--- config.mk ---
export PLATFORM = sky130hd
export DESIGN_NAME = layer_transfer_sequencer_flat
export DESIGN_NICKNAME = d
export VERILOG_FILES = /design/src/rtl/encoder_pkg.sv /design/src/rtl/layer_transfer_sequencer_if.sv /design/src/rtl/valid_delay_line.sv /design/src/rtl/layer_transfer_sequencer.sv /design/src/flat_wrapper.sv
export SDC_FILE = /design/constraint.sdc
export NUM_CORES = 1
export LEC_CHECK = 0
export ABC_AREA = 0
export BUFFER_PORTS_ARGS = -buffer_cell sky130_fd_sc_hd__buf_4
export CORE_UTILIZATION = 45
export DETAILED_ROUTE_END_ITERATION = 16
export PLACE_DENSITY = 0.77
export RECOVER_POWER = 50
export SLEW_MARGIN = 15
export SYNTH_ARGS = -nofsm -noshare
export SYNTH_HDL_FRONTEND = slang
export SYNTH_SLANG_ARGS = --single-unit
--- constraint.sdc ---
create_clock -name clk -period 1.85 [get_ports clk]
set_input_delay 0.2775 -clock clk [delete_from_list [all_inputs] [get_ports clk]]
set_output_delay 0.2775 -clock clk [all_outputs]
set_load 0.03 [all_outputs]
--- src/rtl/encoder_pkg.sv ---
// Shared encoder datapath constants and sequencer state encoding.
// Q10.10 word format used between layer buffers.
package encoder_pkg;

  localparam int DATA_W = 20;
  localparam int INT_W  = 10;
  localparam int FRAC_W = 10;

  typedef enum logic [2:0] {
    ST_IDLE,
    ST_READ,
    ST_DRAIN,
    ST_WAIT_SINK,
    ST_DONE,
    ST_ERROR
  } seq_state_t;

  function automatic logic is_busy(
    input seq_state_t s
  );
    return !(s inside {ST_IDLE, ST_DONE, ST_ERROR});
  endfunction

endpackage

--- src/rtl/layer_transfer_sequencer_if.sv ---
// Source-buffer read port and sink-layer write port of a layer transfer.
// master = sequencer side, slave = buffer/sink side.
interface layer_transfer_sequencer_if #(
  parameter int ADDR_W = 9,
  parameter int DATA_W = encoder_pkg::DATA_W
);

  logic [ADDR_W-1:0] src_addr;
  logic              src_en;
  logic [DATA_W-1:0] src_data;
  logic [DATA_W-1:0] snk_data;
  logic              snk_valid;
  logic              snk_done;

  modport master (
    output src_addr,
    output src_en,
    input  src_data,
    output snk_data,
    output snk_valid,
    input  snk_done
  );

  modport slave (
    input  src_addr,
    input  src_en,
    output src_data,
    input  snk_data,
    input  snk_valid,
    output snk_done
  );

endinterface

--- src/rtl/valid_delay_line.sv ---
// Shift line tracking in-flight reads; out aligns with read data.
// empty is high when no issued read is still pending.
module valid_delay_line #(
  parameter int DEPTH = 2
)(
  input  logic clk,
  input  logic reset,
  input  logic in,
  output logic out,
  output logic empty
);

  logic [DEPTH-1:0] sr;

  if (DEPTH == 1) begin : g_one
    always_ff @(posedge clk or negedge reset) begin
      if (!reset) sr <= '0;
      else        sr <= in;
    end
  end else begin : g_many
    always_ff @(posedge clk or negedge reset) begin
      if (!reset) sr <= '0;
      else        sr <= {sr[DEPTH-2:0], in};
    end
  end

  assign out   = sr[DEPTH-1];
  assign empty = ~|sr;

endmodule

--- src/rtl/layer_transfer_sequencer.sv ---
// Streams COUNT words from a layer output buffer into the next layer.
// Define LAYER_SEQ_TIMEOUT_EN to enable the sink-completion watchdog.
module layer_transfer_sequencer
  import encoder_pkg::*;
#(
  parameter int COUNT          = 169,
  parameter int ADDR_W         = 9,
  parameter int DATA_W         = encoder_pkg::DATA_W,
  parameter int RD_LAT         = 2,
  parameter int TIMEOUT_CYCLES = 65535
)(
  input  logic clk,
  input  logic reset,
  input  logic start,
  output logic busy,
  output logic done,
  output logic err,
  layer_transfer_sequencer_if.master bus
);

  if (RD_LAT < 1 || RD_LAT > 4) begin : g_bad_lat
    $error("RD_LAT must be 1..4");
  end
  if (COUNT < 1 || (COUNT - 1) >= (1 << ADDR_W)) begin : g_bad_cnt
    $error("COUNT-1 must fit in ADDR_W");
  end
  if (TIMEOUT_CYCLES < 1) begin : g_bad_to
    $error("TIMEOUT_CYCLES must be positive");
  end
  if (encoder_pkg::INT_W + encoder_pkg::FRAC_W
      != encoder_pkg::DATA_W) begin : g_bad_q
    $error("Q format mismatch");
  end

  localparam logic [ADDR_W-1:0] LAST = ADDR_W'(COUNT - 1);

  seq_state_t        state;
  seq_state_t        state_n;
  logic [ADDR_W-1:0] addr_q;
  logic [ADDR_W-1:0] addr_n;
  logic              en_q;
  logic              en_n;
  logic [DATA_W-1:0] data_q;
  logic              vld_q;
  logic              line_out;
  logic              line_empty;
  logic              wd_hit;

  valid_delay_line #(
    .DEPTH(RD_LAT)
  ) u_vline (
    .clk  (clk),
    .reset(reset),
    .in   (en_q),
    .out  (line_out),
    .empty(line_empty)
  );

`ifdef LAYER_SEQ_TIMEOUT_EN
  localparam int WD_W = $clog2(TIMEOUT_CYCLES + 1);

  logic [WD_W-1:0] wd_cnt;

  assign wd_hit = (wd_cnt == WD_W'(TIMEOUT_CYCLES - 1));

  always_ff @(posedge clk or negedge reset) begin
    if (!reset) begin
      wd_cnt <= '0;
    end else if (state == ST_WAIT_SINK && !bus.snk_done) begin
      wd_cnt <= wd_cnt + 1'b1;
    end else begin
      wd_cnt <= '0;
    end
  end

  assign err = (state == ST_ERROR);
`else
  assign wd_hit = 1'b0;
  assign err    = 1'b0;
`endif

  always_comb begin
    state_n = state;
    addr_n  = addr_q;
    en_n    = 1'b0;
    unique case (state)
      ST_IDLE, ST_DONE, ST_ERROR: begin
        if (start) begin
          state_n = ST_READ;
          addr_n  = '0;
          en_n    = 1'b1;
        end
      end
      ST_READ: begin
        if (addr_q == LAST) begin
          state_n = ST_DRAIN;
          addr_n  = '0;
        end else begin
          addr_n  = addr_q + 1'b1;
          en_n    = 1'b1;
        end
      end
      // last beat is out once the line is empty and snk_valid has dropped
      ST_DRAIN: begin
        if (line_empty && !vld_q) begin
          state_n = ST_WAIT_SINK;
        end
      end
      ST_WAIT_SINK: begin
        if (bus.snk_done) begin
          state_n = ST_DONE;
        end else if (wd_hit) begin
          state_n = ST_ERROR;
        end
      end
      default: begin
        state_n = ST_IDLE;
      end
    endcase
  end

  always_ff @(posedge clk or negedge reset) begin
    if (!reset) begin
      state  <= ST_IDLE;
      addr_q <= '0;
      en_q   <= 1'b0;
    end else begin
      state  <= state_n;
      addr_q <= addr_n;
      en_q   <= en_n;
    end
  end

  always_ff @(posedge clk or negedge reset) begin
    if (!reset) begin
      data_q <= '0;
      vld_q  <= 1'b0;
    end else begin
      data_q <= bus.src_data;
      vld_q  <= line_out;
    end
  end

  assign bus.src_addr  = addr_q;
  assign bus.src_en    = en_q;
  assign bus.snk_data  = data_q;
  assign bus.snk_valid = vld_q;

  assign busy = is_busy(state);
  assign done = (state == ST_DONE);

endmodule
--- src/flat_wrapper.sv ---
// flat-port wrapper written by rule: the top's interface ports become plain ports
module layer_transfer_sequencer_flat import encoder_pkg::*;
#(
  parameter int COUNT          = 169,
  parameter int ADDR_W         = 9,
  parameter int DATA_W         = encoder_pkg::DATA_W,
  parameter int RD_LAT         = 2,
  parameter int TIMEOUT_CYCLES = 65535
)
  (clk, reset, start, busy, done, err, bus_src_addr, bus_src_en, bus_src_data, bus_snk_data, bus_snk_valid, bus_snk_done);
  layer_transfer_sequencer_if #(.ADDR_W(ADDR_W), .DATA_W(DATA_W)) bus_i ();
  input  logic clk;
  input  logic reset;
  input  logic start;
  output logic busy;
  output logic done;
  output logic err;
  output wire logic [$bits(bus_i.src_addr)-1:0] bus_src_addr;
  output wire logic [$bits(bus_i.src_en)-1:0] bus_src_en;
  input wire logic [$bits(bus_i.src_data)-1:0] bus_src_data;
  output wire logic [$bits(bus_i.snk_data)-1:0] bus_snk_data;
  output wire logic [$bits(bus_i.snk_valid)-1:0] bus_snk_valid;
  input wire logic [$bits(bus_i.snk_done)-1:0] bus_snk_done;
  assign bus_src_addr = bus_i.src_addr;
  assign bus_src_en = bus_i.src_en;
  assign bus_i.src_data = bus_src_data;
  assign bus_snk_data = bus_i.snk_data;
  assign bus_snk_valid = bus_i.snk_valid;
  assign bus_i.snk_done = bus_snk_done;
  layer_transfer_sequencer #(.COUNT(COUNT), .ADDR_W(ADDR_W), .DATA_W(DATA_W), .RD_LAT(RD_LAT), .TIMEOUT_CYCLES(TIMEOUT_CYCLES)) u_core (.clk(clk), .reset(reset), .start(start), .busy(busy), .done(done), .err(err), .bus(bus_i));
endmodule
Yosys cells after proc, flatten, opt, wreduce, memory -nomap -nowiden. Index checks and enable logic that the tools add are counted.

Register bits after elaboration: 36. Input port bits: 24. Output and inout bits: 34. Logic and storage cells: 39.

Add/sub/neg operators: 1. Equal/unequal tests: 10. Multiplexer cells: 11. Reductions and logical operators: 11.

Operators by type and width (count): $mux 9 (2); $pmux 9 s2 (1); $mux 3 (4); $pmux 3 s4 (1); $add 9x1->9 const B (1); $eq 9x8->1 const B (1); $eq 3x2->1 const B (2); $eq 3x3->1 const B (2); $ne 2x1->1 const B (2); $ne 2x2->1 const B (2); $reduce_and 4->1 (1); $eq 3x1->1 const B (1); $logic_not 1->1 (3); $logic_not 3->1 (1); $reduce_bool 3->1 (1); $reduce_or 3->1 (1); $mux 1 (2); $pmux 1 s2 (1); $reduce_and 2->1 (1); $reduce_bool 2->1 (1); $reduce_or 2->1 (1); $logic_and 1x1->1 (1).

Logic depth before layout (Yosys ltp).
Word-level depth: 5. Gate-level depth with buffers: 7. Depth with buffers taken out: 6.

Modules after synthesis. A second synthesis with hierarchy kept.

Cells, all modules: 116. Area total of the unflattened synthesis: 1411.4 um^2.

Modules (own cells, without submodules): layer_transfer_sequencer (instances 1, cells each 113, area each 1357.6 um^2, seq. area each 850.8 um^2); valid_delay_line (instances 1, cells each 3, area each 53.8 um^2, seq. area each 50.0 um^2).

Worst setup path before layout. Ideal clock, no wire load.

Kind: reg2reg. Start point: register u_core.addr_q[0], in the netlist u_core.bus.src_addr[0]. End point: register u_core.addr_q[2], in the netlist u_core.bus.src_addr[2]. Arrival: 1621 ps. Path slack: 147 ps. Cell stages (with the launch flop): 8. Buffers on the path: 1. Clock period less this slack: 1703 ps. Path through: dfrtp_1 -> inv_1 -> ha_1 -> and4bb_2 -> a21oi_4 -> buf_6 -> a21oi_1 -> a31oi_1.

Word-level cells in the longest chain between the ends: 3.

Ends and longest elaborated chain: start, declared (line layer_transfer_sequencer.sv:39) `logic [ADDR_W-1:0] addr_q;`; start signal, assigned (line layer_transfer_sequencer.sv:129) `addr_q <= addr_n;`; $add 9x1->9 / $eq 9x8->1 (equally long branches) (line layer_transfer_sequencer.sv:99, layer_transfer_sequencer.sv:95); $mux 9 (*) (line layer_transfer_sequencer.sv:95) `if (addr_q == LAST) begin`; $pmux 9 s2 (*) (line layer_transfer_sequencer.sv:86) `unique case (state)`.

Mark *: on every way between the ends. The rest lies on a longest branch, timed or not. A chain may end at the register's enable or synchronous reset.

Worst setup path in the final report.
Start point: register u_core.state[0]. End point: output busy.

Word-level cells in the longest chain between the ends: 3.

Ends and longest elaborated chain: start, declared (line layer_transfer_sequencer.sv:37) `seq_state_t state;`; start signal, assigned (line layer_transfer_sequencer.sv:128) `state <= state_n;`; $eq 3x3->1 / $logic_not 3->1 (equally long branches) (line encoder_pkg.sv:21) `return !(s inside {ST_IDLE, ST_DONE, ST_ERROR});`; $reduce_bool 3->1 (*) (line encoder_pkg.sv:21); $logic_not 1->1 (*) (line encoder_pkg.sv:21); end, declared (line flat_wrapper.sv:15) `output logic busy;`.

Marks and branches as above.

==> summary.md <==
| Metric | Value |
|---|---|
| Synth Area in XOR/XNOR | 0 |
| Wire per inst | 14.0 µm |
| CP arrival | 1.40 ns |
| Setup Skew | 0.00497 ns |
| Highest Clock Rate | 597 MHz |
| PD cells | 1350 mW/mm² |
| Post-detail-place hpwl | 1910 µm |
| Simple-Gate Fraction of Synth Area | 0.138 |
| Tightest Pin Transition | 0.846 ns |
| # resized after CTS | 0 |
| Final setup viols | 0 |
| Vias in the first global route | 979 |
| Gr ovfl total | 0 |
| Vias after detailed routing | 1052 |
| Largest family of logic cells by synthesized area | simple AND/OR/NAND/NOR gates |
| Post-synth EDFFs | 0 |
| Share of cells above drive strength 1 | 0.425 |
| Placed cell areas | 0.00177 mm² |
| Mux contribution to synthesized area | 0 |
| Synth top area cells | dfrtp_1 68%, a21oi_1 2.7%, nand3_1 2.3%, a31oi_1 1.9%, and4bb_2 1.9% |
| Root buf cell | clkbuf_4 |
| Hold WC Path Type | in2reg |
| Syn Inst Count | 102 |
| Initial antenna violation count | 0 |
| Sequential share of the synthesized area | 0.682 |
| Critical path class | reg2out |
| DRT iter0 DRCs | 24 |
| Synth Area in Compound Gates | 0.126 |
| Slew Viols, Final | 0 |
| DIE WIDTH | 56.2 µm |
| Final non-filler cell area | 0.00187 mm² |
| Final critical-path required period | 1.67 ns |
| Final hold viol count | 0 |
| Synthesized flop and latch total | 36 |
| Post-Synth Adder-Cell Area | 0.0190 |
| Fillers | 209 |
| First-pass GRT wire length | 4590 µm |
| DIE HEIGHT | 56.2 µm |
| Synth Area per Inst | 12.9 µm² |
| DR DRC count | 0 |
| Clk buf depth | 2 |
| CTS tree | yes |
| Area share of the leading cell type in the synthesized netlist | 0.682 |
| Vias per cell | 5.31 |
| Area leader, netlist | dfrtp_1 |
| Core area | 0.00276 mm² |
| Final worst-path cycle share | 0.905 |
| CTS H-tree lvls | 2 |
| VDD IR max | 0.902 mV |
| Total power | 2.52 mW |
| Diodes inserted | 0 |
| Final core occ | 0.677 |
| Starting Density | 0.479 |
| Static Leak | 0.933 nW |
| Final wirelength | 2770 µm |
| # nets final | 193 |
| GP Congestion | 0.807 |
| Reg clk slew, reported paths | 0.10 ns |
| Total negative slack | 0 ns |
| RSZ-0062 raised after global routing | false |
| Synth Flop Type | dfrtp_1 |
| CP Launch Type | flip-flop |
| Clk_lat worst skew | 0.33 ns |
| Largest net degree at the start of global routing | 37 |
| Total global-route track usage | 0.196 |
| Cell Area, Synth | 0.00132 mm² |
| CP max FO | 8 |
| Row count | 19 |
| IO Count | 58 |
| Synth Warn # | 0 |
| Area Overhead vs Synth | 41.5% |
| Initial DRT Pass Iterations | 4 |
| Max-cap violations | 0 |
| Post-route ant nets | 0 |
| Syn Nets | 128 |
| Ys async rst share | 1.00 |
| CP Data Required Time | 1.57 ns |
| TritonCTS buffer count | 5 |
| Clk sinks | 36 |
| Slew margin rel. | 0.436 |
| Die Area | 0.00315 mm² |
| IO Port Bufs | 56 |
| Outcome | complete, no violations |
| Setup crit end kind | output port |
| Number of library cell types mapped by synthesis | 31 |
==> layout make-up <==
| type | count | area, µm² | area share |
|---|---|---|---|
| sequential | 36 | 901 | 0.482 |
| clock buffer | 7 | 65.1 | 0.0348 |
| tap | 31 | 38.8 | 0.0208 |
| timing repair buffer | 60 | 463 | 0.248 |
| multi-input combinational | 58 | 378 | 0.202 |
| inverter | 6 | 22.5 | 0.0121 |
==> layer usage <==
| layer | global-route usage | wire length, µm | vias up |
|---|---|---|---|
| li1 | - | - | 485 |
| met1 | 0.252 | 1140 | 512 |
| met2 | 0.308 | 1370 | 53 |
| met3 | 0.0674 | 235 | 2 |
| met4 | 0.0732 | 21 | 0 |
| met5 | 0 | 0 | - |
==> cell families after synthesis <==
| group | count (synthesis) |
|---|---|
| flip-flops | 36 |
| AND/OR/NAND/NOR | 31 |
| AO/OA/AOI/OAI | 24 |
| buffers and inverters | 8 |
| adder cells (fa/ha/maj) | 2 |
| other | 1 |
==> power breakdown <==
part           switching, mW  internal [mW]
registers              0.163          0.931
logic                  0.557          0.408
clock network          0.242          0.215
total                  0.962           1.55
==> sequential cells by signal, summed over array words and instances, names as in the netlist <==
signal	cells
u_core.bus.src_en	1
u_core.bus.snk_valid	1
u_core.bus.src_addr	9
u_core.u_vline.sr	2
u_core.state	3
u_core.bus.snk_data	20
==> final timing paths <==
kind / start / cells after the start / slack, ns / to
min reg2reg: u_core.u_vline.sr[0] / 0 / 0.39 / u_core.u_vline.sr[1]
max: u_core.state[0] / 3 / 0.18 / busy
min in group asynchronous: reset / 2 / 0.59 / u_core.bus.src_addr[0]
max reg2reg: u_core.state[0] / 3 / 0.28 / u_core.bus.src_addr[7]
max in group asynchronous: reset / 2 / 0.74 / u_core.bus.snk_data[0]
min: bus_src_data[1] / 1 / 0.07 / u_core.bus.snk_data[1]
==> placed cells by master (no fill, tap or decap), types with 2 or more instances in the layout <==
cell type,n
a21o_1,2
a21oi_1,7
a31oi_1,4
and3_1,3
and4bb_2,2
buf_4,37
clkbuf_4,25
clkbuf_8,2
dfrtp_1,36
ha_1,2
inv_1,6
nand2_1,6
nand2b_1,3
nand3_1,6
nor2_1,4
o22ai_1,2
or2b_1,2
==> synthesized netlist by cell type (2+ instances only) <==
cell,number
dfrtp_1,36
a21oi_1,7
inv_1,6
nand2_1,6
nand3_1,6
a31oi_1,4
nor2_1,4
and3_1,3
nand2b_1,3
a21o_1,2
and4bb_2,2
ha_1,2
o22ai_1,2
or2b_1,2
==> critical path, cell delays in order, from the launching register on <==
cell,delay [ns]
dfrtp_1,0.47
or2b_1,0.31
nand2_1,0.12
buf_4,0.17
==> stage by stage <==
step | cells | hold WS (ns) | setup slack [ns]
finish | 198 | 0.0672 | 0.176
global route | 198 | 0.0441 | 0.106
floorplan | 102 | -0.0181 | 0.147
detailed placement | 188 | 0.254 | 0.128
CTS | 196 | 0.0306 | 0.102
global placement | 188 | 0.246 | 0.224
==> what timing repair did <==
action | CTS | global route
hold endpoints to repair | 36 | 0
hold buffers | 1 | 0
endpoints found under the setup margin | 0 | 2
setup buffers | 0 | 2
(Power assumes the default switching activity.)
